## src/rtl/issue_queue.sv

```systemverilog
// issue_queue: age-ordered, compacting issue queue with tag wakeup.
// Slot 0 holds the oldest micro-op. Occupied slots are always contiguous
// from 0 to count-1. Each edge removes the issued slot, shifts the younger
// slots down one, applies wakeup to every retained slot, and appends any
// dispatch at the new tail.
// Optional feature: define ISSUE_QUEUE_DISPATCH_BYPASS_EN so that a source
// tag matching a same-cycle wakeup is stored already ready at dispatch.
module issue_queue #(
  parameter int DEPTH            = 8,
  parameter int NUM_WAKEUP_PORTS = 2,
  parameter int PREG_W           = 7,
  parameter int CTRL_W           = 8
) (
  input  logic                               clk,
  input  logic                               reset,
  input  logic                               flush,
  input  logic                               disp_valid,
  output logic                               disp_ready,
  input  logic [PREG_W-1:0]                  disp_src1,
  input  logic [PREG_W-1:0]                  disp_src2,
  input  logic                               disp_p1,
  input  logic                               disp_p2,
  input  logic [CTRL_W-1:0]                  disp_ctrl,
  input  logic [NUM_WAKEUP_PORTS-1:0]        wakeup_valid,
  input  logic [NUM_WAKEUP_PORTS*PREG_W-1:0] wakeup_pdst,
  output logic                               issue_valid,
  input  logic                               issue_ready,
  output logic [PREG_W-1:0]                  issue_src1,
  output logic [PREG_W-1:0]                  issue_src2,
  output logic [CTRL_W-1:0]                  issue_ctrl,
  output logic [$clog2(DEPTH+1)-1:0]         count
);

  localparam int CNT_W = $clog2(DEPTH+1);
  localparam int IDX_W = $clog2(DEPTH);

  logic [DEPTH-1:0]  valid_q, p1_q, p2_q;
  logic [PREG_W-1:0] src1_q [DEPTH];
  logic [PREG_W-1:0] src2_q [DEPTH];
  logic [CTRL_W-1:0] ctrl_q [DEPTH];
  logic [CNT_W-1:0]  count_q;

  logic [DEPTH-1:0]  valid_n, p1_n, p2_n;
  logic [PREG_W-1:0] src1_n [DEPTH];
  logic [PREG_W-1:0] src2_n [DEPTH];
  logic [CTRL_W-1:0] ctrl_n [DEPTH];
  logic [CNT_W-1:0]  count_n;

  logic [IDX_W-1:0]  sel;
  logic              found;
  logic              issue_fire;
  logic              disp_fire;
  logic [CNT_W-1:0]  wr_idx;

  // True when any valid wakeup port broadcasts the given tag.
  function automatic logic woken(input logic [PREG_W-1:0] tag,
                                 input logic [NUM_WAKEUP_PORTS-1:0] wv,
                                 input logic [NUM_WAKEUP_PORTS*PREG_W-1:0] wp);
    logic hit;
    hit = 1'b0;
    for (int k = 0; k < NUM_WAKEUP_PORTS; k++)
      if (wv[k] && (wp[k*PREG_W +: PREG_W] == tag)) hit = 1'b1;
    return hit;
  endfunction

  // Oldest-first select: the descending scan leaves the lowest ready index.
  always_comb begin
    sel   = '0;
    found = 1'b0;
    for (int i = DEPTH-1; i >= 0; i--) begin
      if (valid_q[i] && p1_q[i] && p2_q[i]) begin
        sel   = IDX_W'(i);
        found = 1'b1;
      end
    end
  end

  assign count       = count_q;
  assign disp_ready  = (count_q < CNT_W'(DEPTH));
  assign issue_valid = found && !flush;
  assign issue_fire  = issue_valid && issue_ready;
  assign disp_fire   = disp_valid && disp_ready && !flush;
  assign issue_src1  = issue_valid ? src1_q[sel] : '0;
  assign issue_src2  = issue_valid ? src2_q[sel] : '0;
  assign issue_ctrl  = issue_valid ? ctrl_q[sel] : '0;

  // Next slot image: compact past the issued slot, wake retained slots, append dispatch.
  always_comb begin
    logic shift;
    wr_idx = count_q - CNT_W'(issue_fire);
    for (int i = 0; i < DEPTH-1; i++) begin
      shift      = issue_fire && (i >= int'(sel));
      valid_n[i] = shift ? valid_q[i+1] : valid_q[i];
      p1_n[i]    = shift ? p1_q[i+1]    : p1_q[i];
      p2_n[i]    = shift ? p2_q[i+1]    : p2_q[i];
      src1_n[i]  = shift ? src1_q[i+1]  : src1_q[i];
      src2_n[i]  = shift ? src2_q[i+1]  : src2_q[i];
      ctrl_n[i]  = shift ? ctrl_q[i+1]  : ctrl_q[i];
    end
    // The top slot always vacates when anything issues.
    valid_n[DEPTH-1] = issue_fire ? 1'b0 : valid_q[DEPTH-1];
    p1_n[DEPTH-1]    = issue_fire ? 1'b0 : p1_q[DEPTH-1];
    p2_n[DEPTH-1]    = issue_fire ? 1'b0 : p2_q[DEPTH-1];
    src1_n[DEPTH-1]  = src1_q[DEPTH-1];
    src2_n[DEPTH-1]  = src2_q[DEPTH-1];
    ctrl_n[DEPTH-1]  = ctrl_q[DEPTH-1];

    for (int i = 0; i < DEPTH; i++) begin
      p1_n[i] = valid_n[i] && (p1_n[i] || woken(src1_n[i], wakeup_valid, wakeup_pdst));
      p2_n[i] = valid_n[i] && (p2_n[i] || woken(src2_n[i], wakeup_valid, wakeup_pdst));
    end

    for (int i = 0; i < DEPTH; i++) begin
      if (disp_fire && (i == int'(wr_idx))) begin
        valid_n[i] = 1'b1;
        src1_n[i]  = disp_src1;
        src2_n[i]  = disp_src2;
        ctrl_n[i]  = disp_ctrl;
`ifdef ISSUE_QUEUE_DISPATCH_BYPASS_EN
        p1_n[i]    = disp_p1 || woken(disp_src1, wakeup_valid, wakeup_pdst);
        p2_n[i]    = disp_p2 || woken(disp_src2, wakeup_valid, wakeup_pdst);
`else
        p1_n[i]    = disp_p1;
        p2_n[i]    = disp_p2;
`endif
      end
    end

    count_n = count_q + CNT_W'(disp_fire) - CNT_W'(issue_fire);

    if (flush) begin
      valid_n = '0;
      p1_n    = '0;
      p2_n    = '0;
      count_n = '0;
    end
  end

  // Slot and occupancy registers, cleared asynchronously.
  always_ff @(posedge clk or negedge reset) begin
    if (!reset) begin
      valid_q <= '0;
      p1_q    <= '0;
      p2_q    <= '0;
      count_q <= '0;
      for (int i = 0; i < DEPTH; i++) begin
        src1_q[i] <= '0;
        src2_q[i] <= '0;
        ctrl_q[i] <= '0;
      end
    end else begin
      valid_q <= valid_n;
      p1_q    <= p1_n;
      p2_q    <= p2_n;
      count_q <= count_n;
      for (int i = 0; i < DEPTH; i++) begin
        src1_q[i] <= src1_n[i];
        src2_q[i] <= src2_n[i];
        ctrl_q[i] <= ctrl_n[i];
      end
    end
  end

endmodule

```

## config.mk

```make
export PLATFORM = sky130hd
export DESIGN_NAME = issue_queue
export DESIGN_NICKNAME = d
export VERILOG_FILES = /design/src/rtl/issue_queue.sv
export SDC_FILE = /design/constraint.sdc
export NUM_CORES = 1
export LEC_CHECK = 0
export ABC_AREA = 1
export BUFFER_PORTS_ARGS = -buffer_cell sky130_fd_sc_hd__buf_4
export CAP_MARGIN = 15
export CORE_ASPECT_RATIO = 0.5
export CORE_MARGIN = 5
export CORE_UTILIZATION = 50
export DETAILED_ROUTE_END_ITERATION = 7
export PLACE_DENSITY_LB_ADDON = 0.2
export SYNTH_ARGS = -nofsm -noshare
export SYNTH_HDL_FRONTEND = slang
export SYNTH_SLANG_ARGS = --single-unit
```

## constraint.sdc

```tcl
create_clock -name clk -period 3.15 [get_ports clk]
set_input_delay 0.63 -clock clk [delete_from_list [all_inputs] [get_ports clk]]
set_output_delay 0.63 -clock clk [all_outputs]
set_load 0.02 [all_outputs]
```

# Word level (Yosys, flattened, before mapping)

Cells that the tools add are included.

Bits in registers: 204
Bits of input ports: 45
Output and inout port bits: 28
Logic and storage cells: 342

Add/subtract/negate cells: 3
$lt $le $gt $ge: 9
Equal/unequal tests: 39
Muxes and demuxes: 154
Bitwise logic cells: 1
Reduce and logical (&&, ||, !) cells: 108

Operator list:

| operator           | count |
|---|---|
| $mux 7             | 34 |
| $eq 7x7->1         | 32 |
| $mux 8             | 20 |
| $mux 1             | 88 |
| $logic_and 1x1->1  | 83 |
| $bmux 7 s3         | 2 |
| $bmux 8 s3         | 1 |
| $mux 3             | 8 |
| $eq 4x4->1 const A | 4 |
| $logic_or 1x1->1   | 16 |
| $reduce_bool 2->1  | 7 |
| $ge 3x3->1 const A | 3 |
| $eq 3x4->1 const A | 2 |
| $sub 4x1->4        | 2 |
| $ge 1x3->1 const A | 2 |
| $ge 2x3->1 const A | 2 |
| $add 4x1->4        | 1 |
| $eq 2x4->1 const A | 1 |
| $ge 4x4->1 const B | 1 |
| $logic_not 4->1    | 1 |
| $lt 4x4->1 const B | 1 |
| $mux 4             | 1 |
| $not 3->4          | 1 |
| $logic_not 1->1    | 1 |

# Logic depth before layout (Yosys ltp)

Gate-level depths: netlist of the first run.

Word-level depth: 22
Depth in mapped cells: 22
Mapped depth without buffers: 21

# Least setup slack after synthesis of the first run

OpenSTA, ideal clock, no wires.

Path type: register -> output
From: register valid_q[7]
To: output port issue_ctrl[1]
Arrival: 2,271 ps
Data required time: 2,520 ps
Setup slack: 249 ps
Cell stages (with the launch flop): 15
Path buffers: 2
Path through: dfrtp_1 > nand2_1 > nor2_1 > nand2_1 > nand2_1 > nand2_1 > nand2_1 > nand2_1 > nand2_1 > nand2_2 > buf_2 > clkbuf_1 > nor2_1 > o221a_2 > nor3_1

Cells in the longest elaborated chain, start to end: 15

Ends and longest elaborated chain:

| what                                       | line | text |
|---|---|---|
| start: declaration                         | 37   | `logic [DEPTH-1:0] valid_q, p1_q, p2_q;` |
| start signal: assignment                   | 152  | `valid_q <= valid_n;` |
| $logic_and 1x1->1 * (2 in series)          | 71   | `if (valid_q[i] && p1_q[i] && p2_q[i]) begin` |
| $mux 3 (8 in series)                       | 71   |  |
| $not 3->4 (not written as such)            | 85   | `assign issue_ctrl = issue_valid ? ctrl_q[sel] : '0;` |
| $bmux 8 s3                                 | 85   |  |
| $mux 8 (not written as such) (2 in series) | 85   |  |
| $mux 8 *                                   | 85   |  |
| end: declaration                           | 30   | `output logic [CTRL_W-1:0] issue_ctrl,` |

Every way passes the cells marked *; elsewhere a longest branch is shown, timed or not. The select of a mux whose other input is x is not followed.

# Worst setup path after layout of the first run

From: register p1_q[7]
To: output port issue_src2[3]

Cells in the longest elaborated chain, start to end: 15

Ends and longest elaborated chain:

| what                                       | line | text |
|---|---|---|
| start: declaration                         | 37   |  |
| start signal: assignment                   | 153  | `p1_q <= p1_n;` |
| $logic_and 1x1->1 * (2 in series)          | 71   |  |
| $mux 3 (8 in series)                       | 71   |  |
| $not 3->4 (not written as such)            | 84   | `assign issue_src2 = issue_valid ? src2_q[sel] : '0;` |
| $bmux 7 s3                                 | 84   |  |
| $mux 7 (not written as such) (2 in series) | 84   |  |
| $mux 7 *                                   | 84   |  |
| end: declaration                           | 29   | `output logic [PREG_W-1:0] issue_src2,` |

Marked as above.

==> metrics list, run 1 <==
- The startpoint identified for the worst register-to-register timing path is p1_q[6].
- The initial utilization of the core area, before any placement, comes to 50.58%.
- Number of nets produced by synthesis: 2,441
* Proportion of synthesized chip area in sequential cells: 33.38%
* Crit path kind: register to primary output
* Final count of negative-setup-slack endpoints: 32
- Yosys printed 0 warnings.
* Sort of element at the start of the critical path: register
- DRT Wirelength: 75,770 um
* Crit Path Max Fanout: 8
- In the synthesized netlist the dominant register cell turns out to be sky130_fd_sc_hd__dfrtp_1.
- Post-DR vias/cell: 6.455
- Post-synth EDFFs: 0
* Gate count after technology mapping: 2,387
* Clock H-tree levels: 1
- Top-level port count: 73
- Most common library cell in the layout ignoring fill and taps: sky130_fd_sc_hd__nand2_1
- The tool flagged a number of max-cap violations equal to 0.
- Placement row count: 45
- In this run the worst setup path begins at p1_q[7].
* Worst Reg-to-Reg Cells: 26
* CP endpoint kind: primary output
* Total Die Area: 34,400 um2
- Worst slew margin relative to its limit: 38.90%
* Cts-stage hold buffer count: 0
* Remaining antenna violation count after routing: 0
- At the end of routability-driven placement, the weighted congestion stood at 1.062.
- Post-synthesis instance area: 15,290 um2
- The first detailed-routing pass ran for 8 iterations.
- The worst register-to-register path ends at p1_q[2].
- The initial antenna violation count came to 3.
* Via count of the first global-routing pass: 17,014
- Critical path required time: 2520 ps
- Initial drt markers: 2,847
- The longest clock path from root to sink contains 3 buffers.
- Number of failing hold endpoints at the final stage: 0
- WL/cell: 26.10 um
* Reg-to-reg slack, setup: -310 ps
* Share of cells above drive strength 1: 16.14%
* DIE HEIGHT: 133.7 um
- The tightest min-delay check is of the input port to async pin type.
* Run status: complete, but fails checks
- Setup slack on the critical path of the routed design comes to -387.4 ps.
- First-pass GRT wire length: 107,200 um
* Final global-route overflow total: 0
- The die is 257.3 um wide.
* Register clock-pin slew on the reported worst setup and hold paths: 70 ps
- After detailed routing, the number of remaining DRC violations is 1.
- Final clock period utilization by the worst path: 112.3%
* Endpoint of the worst setup timing path: issue_src2[3]
* Endpoint arrival time on the critical path: 2910 ps
- For this run, the total global-route usage over all layers was measured as 40.99%.
- The core region is 30,240 um2.
- Total via count after detailed routing: 18,740
- Maximum number of pins on one net before global-route repair: 67
- A synthesized cell averages 6.407 um2.
* TritonCTS clock tree: built
* Sink count of the clock tree: 204
* Post-synth top area share: 33.38%
- Once layout is complete, the utilization of the core stands at 61.81%.
* Cell area power density: 556.4 nW/um2
* Port Buf Inserts: 72
- Clock latency of the later-clocked register in the worst-skew pair: 580 ps
- Relative to the synthesized area, the layout overhead comes to 22.20%.
- Final critical path time including I/O delays and setup: 3537 ps
* Yosys top cell by area: sky130_fd_sc_hd__dfrtp_1
* Synth unique cells: 42
- VDD sags by at most 445.7 uV.
* Setup repair after global routing missed its margin: true
- Clock skew after layout: 28.80 ps
- Placement Setup Slack: -45.72 ps
- Yosys attributes the largest share of cell area to sky130_fd_sc_hd__dfrtp_1, sky130_fd_sc_hd__nand2_1, sky130_fd_sc_hd__nand3_1.
- Once detailed placement completed, the half-perimeter wirelength came to 49,410 um.
* Clock root buffer master: sky130_fd_sc_hd__clkbuf_16
- Violations in the final reports: DRC, setup timing
- Counting the buffers created by CTS gives 22.
- Fmax achieved: 0.2827 GHz
* Most frequent cells in the layout: sky130_fd_sc_hd__nand2_1, sky130_fd_sc_hd__nand3_1, sky130_fd_sc_hd__inv_1
* Asr flop ratio synth: 100.0%
- Fill cells in the final layout number 2,764.
* Total Nets Final: 2,544
- The count of final max-slew check failures is 0.
- Synth Register Bits: 204
* Worst-Margin Slew: 915.4 ps
* Leakage power: 9.019 nW
-- critical path, stage by stage (launching register included) --
cell,delay [ps]
sky130_fd_sc_hd__dfrtp_1,410
sky130_fd_sc_hd__inv_2,50
sky130_fd_sc_hd__nor2_2,100
sky130_fd_sc_hd__nand2_1,70
sky130_fd_sc_hd__nand2_1,80
sky130_fd_sc_hd__nand2_2,70
sky130_fd_sc_hd__nand2_2,80
sky130_fd_sc_hd__nand2_2,80
sky130_fd_sc_hd__nand2_4,100
sky130_fd_sc_hd__nand2_8,120
sky130_fd_sc_hd__clkinv_8,140
sky130_fd_sc_hd__clkbuf_16,200
sky130_fd_sc_hd__o21ai_0,100
sky130_fd_sc_hd__o221a_2,290
sky130_fd_sc_hd__nor3_4,260
sky130_fd_sc_hd__buf_6,160
-- kinds of logic (layout without fill, tap and decap cells) --
group / count (synthesis) / count (layout) / synth area share (%)
DFF: 204 / 204 / 33.38
AOI/OAI and AO/OA: 477 / 477 / 18.61
other: 0 / 1 / 0
adders and majority gates: 9 / 9 / 0.7854
xor gates and xnor gates: 33 / 33 / 1.890
buffers and inverters: 391 / 507 / 10.08
and+or+nand+nor: 1273 / 1273 / 35.25
-- where the power goes --
part	switching (W)	internal [W]
combinational	0.00244	0.00130
sequential	0.000554	0.00324
clock	0.00127	0.00159
-- routing by layer --
layer,part of all wire [%],up-vias,track usage (%),wire length [um]
li1,-,8140,-,-
met1,37,8593,54.51,27870
met2,39,1605,58.87,29860
met3,17,396,13.83,12600
met4,7.1,6,22.63,5349
met5,0.12,-,0,89
-- flip-flops by register name, summed over array words and instances, names as in the netlist --
signal and count:
ctrl_q 64, src1_q 56, src2_q 56, p1_q 8, p2_q 8, valid_q 8, count 4
-- how the worst min path moves through the flow --
| stage | start | endpoint | slack [ps] | cells after the start |
|---|---|---|---|---|
| after global placement | ctrl_q[63] | ctrl_q[63] | 480 | 2 |
| after CTS | reset | ctrl_q[6] | 20 | 1 |
| after global routing | reset | ctrl_q[6] | 50 | 1 |
| final | reset | ctrl_q[6] | 2 | 1 |
| after detailed placement | ctrl_q[57] | ctrl_q[57] | 490 | 2 |
| after floorplan | reset | count[0] | 330 | 0 |
-- what timing repair did --
item | in CTS | in global routing
pin swaps | 22 | 36
gates cloned | 7 | 10
setup endpoints to repair | 22 | 80
setup buffers | 23 | 17
resized for setup | 65 | 101
-- final cells by class --
| class | instances | area [um2] | area share (%) |
|---|---|---|---|
| Timing Repair Buffer | 227 | 2303 | 12.33 |
| Antenna cell | 1 | 2.502 | 0.01339 |
| Clock buffer | 27 | 589.3 | 3.153 |
| Multi-Input combinational cell | 1792 | 9096 | 48.67 |
| Sequential cell | 204 | 5105 | 27.32 |
| Inverter | 243 | 930.9 | 4.981 |
| Tap cell | 399 | 499.2 | 2.671 |
| Clock inverter | 10 | 161.4 | 0.8637 |
-- synth_stat cells, types with 7 or more instances --
library cell,instances
sky130_fd_sc_hd__inv_2,7
sky130_fd_sc_hd__o221a_2,23
sky130_fd_sc_hd__o21ai_1,40
sky130_fd_sc_hd__o211ai_1,82
sky130_fd_sc_hd__clkbuf_1,97
sky130_fd_sc_hd__dfrtp_1,204
sky130_fd_sc_hd__ha_1,8
sky130_fd_sc_hd__a21oi_1,61
sky130_fd_sc_hd__nand3_1,295
sky130_fd_sc_hd__nand2_1,732
sky130_fd_sc_hd__nor2_1,142
sky130_fd_sc_hd__inv_1,231
sky130_fd_sc_hd__nor3_1,40
sky130_fd_sc_hd__buf_1,18
sky130_fd_sc_hd__a211oi_1,11
sky130_fd_sc_hd__o21ai_0,237
sky130_fd_sc_hd__buf_4,13
sky130_fd_sc_hd__buf_2,20
sky130_fd_sc_hd__or2_2,8
sky130_fd_sc_hd__nand4_1,40
sky130_fd_sc_hd__xor2_1,29
-- per-stage QoR --
step	total power (W)	hold slack, ps	instances	instance area [um2]	setup TNS [ps]
6_report	0.01040	2.332	2903	18690	-8167
5_1_grt	0.01093	54.00	2903	18690	-10530
4_1_cts	0.01010	20.49	2879	18040	-6778
3_5_place_dp	0.007218	486.1	2814	16680	-77.60
3_3_place_gp	0.007191	480.5	2814	16680	0
2_1_floorplan	0.006070	334.4	2387	15290	0
No activity file was read; power rests on OpenSTA's default activity.
==> inputs of run 2 (changes only) <==
==> constraint.sdc (replaced) <==
create_clock -name clk -period 3 [get_ports clk]
set_input_delay 0.6 -clock clk [delete_from_list [all_inputs] [get_ports clk]]
set_output_delay 0.6 -clock clk [all_outputs]
set_load 0.02 [all_outputs]
==> metrics list, run 2 (same netlist as run 1, synthesis figures left out) <==
* Run status: complete, but fails checks (unchanged)
* Violations in the final reports: setup timing (was DRC, setup timing)
- GPL Wtd Cong: 1.032 (was 1.062)
- The highest-delay cell along the critical path was sky130_fd_sc_hd__dfrtp_1 (unchanged).
* Number of violations of the max-capacitance limit: 0 (unchanged)
* Fill cell total of the finished layout: 2,804 (was 2,764)
- The arrival time at the worst endpoint is 2820 ps (was 2910 ps).
- Seq. cell area: 5105 um2 (unchanged)
* Initial Util: 50.58% (unchanged)
- The chip height came to 133.7 um (unchanged).
- The measured slew at the worst slew-check pin is 1095 ps (was 915.4 ps).
- The worst-case register-to-register setup slack is -30 ps (was -310 ps).
* Placement row count: 45 (unchanged)
- Leakage power: 9.268 nW (was 9.019 nW)
* Clock skew after layout: 13.57 ps (was 28.80 ps)
* Most common library cell in the layout ignoring fill and taps: sky130_fd_sc_hd__nand2_1 (unchanged)
- Final critical path time including I/O delays and setup: 3418 ps
* Family with the most delay on the worst path: simple AND/OR/NAND/NOR gates (unchanged)
- Clock H-tree levels: 1 (unchanged)
- The number of remaining DRC errors came to 0 (was 1).
* Initial drt markers: 3,269 (was 2,847)
- Maximum clock path buffer count: 3 (unchanged)
- The via count of the first global-routing pass came to 17,234 (was 17,014).
- Crit path kind: register to primary output (unchanged)
- The number of nets in the layout is 2,566 (was 2,544).
- Classification of the worst-slack hold path: input port to async pin (unchanged)
- The number of I/O port buffers is 72 (unchanged).
- CP endpoint kind: primary output (unchanged)
* Initial antenna violation count: 2 (was 3)
* WL/cell: 25.53 um (was 26.10 um)
- Total GRT Usage: 40.61% (was 40.99%)
- Most frequent cells in the layout: sky130_fd_sc_hd__nand2_1, sky130_fd_sc_hd__nand3_1, sky130_fd_sc_hd__inv_1 (unchanged).
* Fmax achieved: 0.2926 GHz
- The clock latency reported for the late side of the worst-skew pair is 550 ps (was 580 ps).
- The number of setup violations in the final report came to 32 (unchanged).
- The highest ir drop seen on vdd came to 428.1 uV (was 445.7 uV).
- Biggest registers after layout: ctrl_q: 64 flops, src1_q: 56 flops, src2_q: 56 flops (unchanged).
* Cell seen most often among critical-path stages: sky130_fd_sc_hd__nand2_1 (was sky130_fd_sc_hd__nand2_2)
* Maximum number of pins on one net before global-route repair: 68 (was 67)
- Number of iterations in the first detailed-routing pass: 7 (was 8)
- The total wire length after detailed routing was 74,760 um (was 75,770 um).
- Number of flip-flops in the largest register: 64 (unchanged)
- The capture point of the worst reg-to-reg path is ctrl_q[63] (was p1_q[2]).
- The combined area of the multi-input logic cells was 9313 um2 (was 9096 um2).
* Worst slew margin relative to its limit: 25.14% (was 38.90%)
- Worst flop-to-flop path startpoint: p1_q[2] (was p1_q[6])
- Final global-route overflow total: 0 (unchanged)
- The total CTS buffers is 23 (was 22).
- The horizontal die dimension came to 257.3 um (unchanged).
* Share of cells above drive strength 1: 19.07% (was 16.14%)
- The area added between synthesis and finish is 25.90% (was 22.20%).
- The antenna violation net count after detailed routing came to 0 (unchanged).
- Critical path, cell by cell: nand2_1 -> nor2_2 -> nand2_1 -> nand2_1 -> nand2_2 -> nand2_2 -> nand2_4 -> nand2_4 -> nand2_8 -> buf_12 -> buf_12 -> buf_6 -> nor2_2 -> o221a_2 -> nor3_2 -> buf_4 (was inv_2 -> nor2_2 -> nand2_1 -> nand2_1 -> nand2_2 -> nand2_2 -> nand2_2 -> nand2_4 -> nand2_8 -> clkinv_8 -> clkbuf_16 -> o21ai_0 -> o221a_2 -> nor3_4 -> buf_6).
- Placement Setup Slack: -87.68 ps (was -45.72 ps)
- Critical path required time: 2400 ps (was 2520 ps)
- Setup repair after global routing missed its margin: true (unchanged).
* First-pass GRT wire length: 106,700 um (was 107,200 um)
- The count of final max-slew check failures came to 0 (unchanged).
- The ratio of total power to cell area was 578.2 nW/um2 (was 556.4 nW/um2).
- Final worst setup slack: -418.2 ps (was -387.4 ps)
* Worst Reg-to-Reg Cells: 17 (was 26)
- The die area came to 34,400 um2 (unchanged).
- The half-perimeter wire length after placement came to 49,500 um (was 49,410 um).
* Number of failing hold endpoints at the final stage: 0 (unchanged)
- The accumulated negative setup slack came to -7702 ps (was -8167 ps).
- Core Box Area: 30,240 um2 (unchanged)
* Sink count of the clock tree: 204 (unchanged)
* Sort of element at the start of the critical path: register (unchanged)
- Register clock-pin slew on the reported worst setup and hold paths: 60 ps (was 70 ps)
- Cts-stage hold buffer count: 0 (unchanged)
- The root buffer cell is sky130_fd_sc_hd__clkbuf_16 (unchanged).
- Total via count after detailed routing: 18,895 (was 18,740)
- Final clock period utilization by the worst path: 113.9%
- Highest cell delay on the worst timing path: 410 ps (about the same)
- The CTS tree was built (unchanged).
* Biggest register: ctrl_q (unchanged)
- The top-level port count is 73 (unchanged).
* Post-DR vias/cell: 6.453 (was 6.455)
- The number of buffers and inverters on the critical path came to 4 (unchanged).
- The maximum fanout along the worst path was 6 (was 8).
==> run 2: changes by cell type in the layout (fill, tap and decap cells not counted), sizes merged <==
cell      previous run  this run
clkinvlp             3         2
inv                238       239
clkinv               9        11
nand2              736       737
buf                220       236
clkbuf              34        40
==> run 2: final cells by class <==
| type | count | share of cell area (%) |
|---|---|---|
| flip-flops and latches | 204 | 26.51 |
| diodes | 1 | 0.01300 |
| multi-input cells | 1793 | 48.37 |
| inverters | 243 | 4.861 |
| repair buffers | 247 | 13.66 |
| clock inverters | 12 | 0.7343 |
| clock buffers | 29 | 3.262 |
| well taps | 399 | 2.593 |
==> run 2: worst max-delay path by stage <==
stage          cells after the start  slack (ps)       start             to
2_1_floorplan                     14         130  valid_q[7]  issue_ctrl[1]
3_3_place_gp                      11         -50     p1_q[6]  issue_src2[1]
3_5_place_dp                      12         -90  valid_q[7]  issue_src2[3]
4_1_cts                           15        -350  valid_q[7]  issue_src2[3]
5_1_grt                           16        -460  valid_q[7]  issue_ctrl[5]
6_report                          16        -420  valid_q[7]  issue_ctrl[5]
==> run 2: per-stage QoR <==
stage / cells / hold WS, ps / instance area (um2) / total power [W] / util [%]
after global routing: 2928 / 58.23 / 19250 / 0.01172 / 63.68
after floorplan: 2387 / 304.4 / 15290 / 0.006373 / -
after global placement: 2833 / 481.7 / 16870 / 0.007571 / 55.81
after CTS: 2887 / 37.30 / 18190 / 0.01072 / 60.17
final: 2928 / 24.82 / 19250 / 0.01113 / 63.68
after detailed placement: 2833 / 485.6 / 16870 / 0.007602 / 55.81
==> run 2: per-layer routing <==
metal / GRT usage, % / wire length, um / share of wire (%)
met4: 21.18 / 5278 / 7.1
met1: 53.77 / 27570 / 37
met2: 59.47 / 30090 / 40
met5: 0 / 0 / 0
met3: 13.35 / 11810 / 16
==> run 2: where the power goes <==
part / total [W] / internal, W / switching [W] / leakage (nW)
combinational: 0.00404 / 0.00147 / 0.00256 / 6.23
sequential: 0.00405 / 0.00340 / 0.000652 / 2.66
clock: 0.00305 / 0.00174 / 0.00131 / 0.383
==> run 2: worst reg2reg max path, delay by kind of cell (launching register included) <==
family,cells,cell delay (ps)
AND/OR/NAND/NOR,9,1170
buffers and inverters,5,660
adder cells (fa/ha/maj),2,550
flip-flops,1,440
AO/OA/AOI/OAI,1,80
==> run 2: timing repair <==
item / in CTS / in global routing
pin swaps: 16 / 30
resized for setup: 101 / 162
endpoints found under the setup margin: 23 / 144
cloned: 5 / 13
buffers inserted: 9 / 29
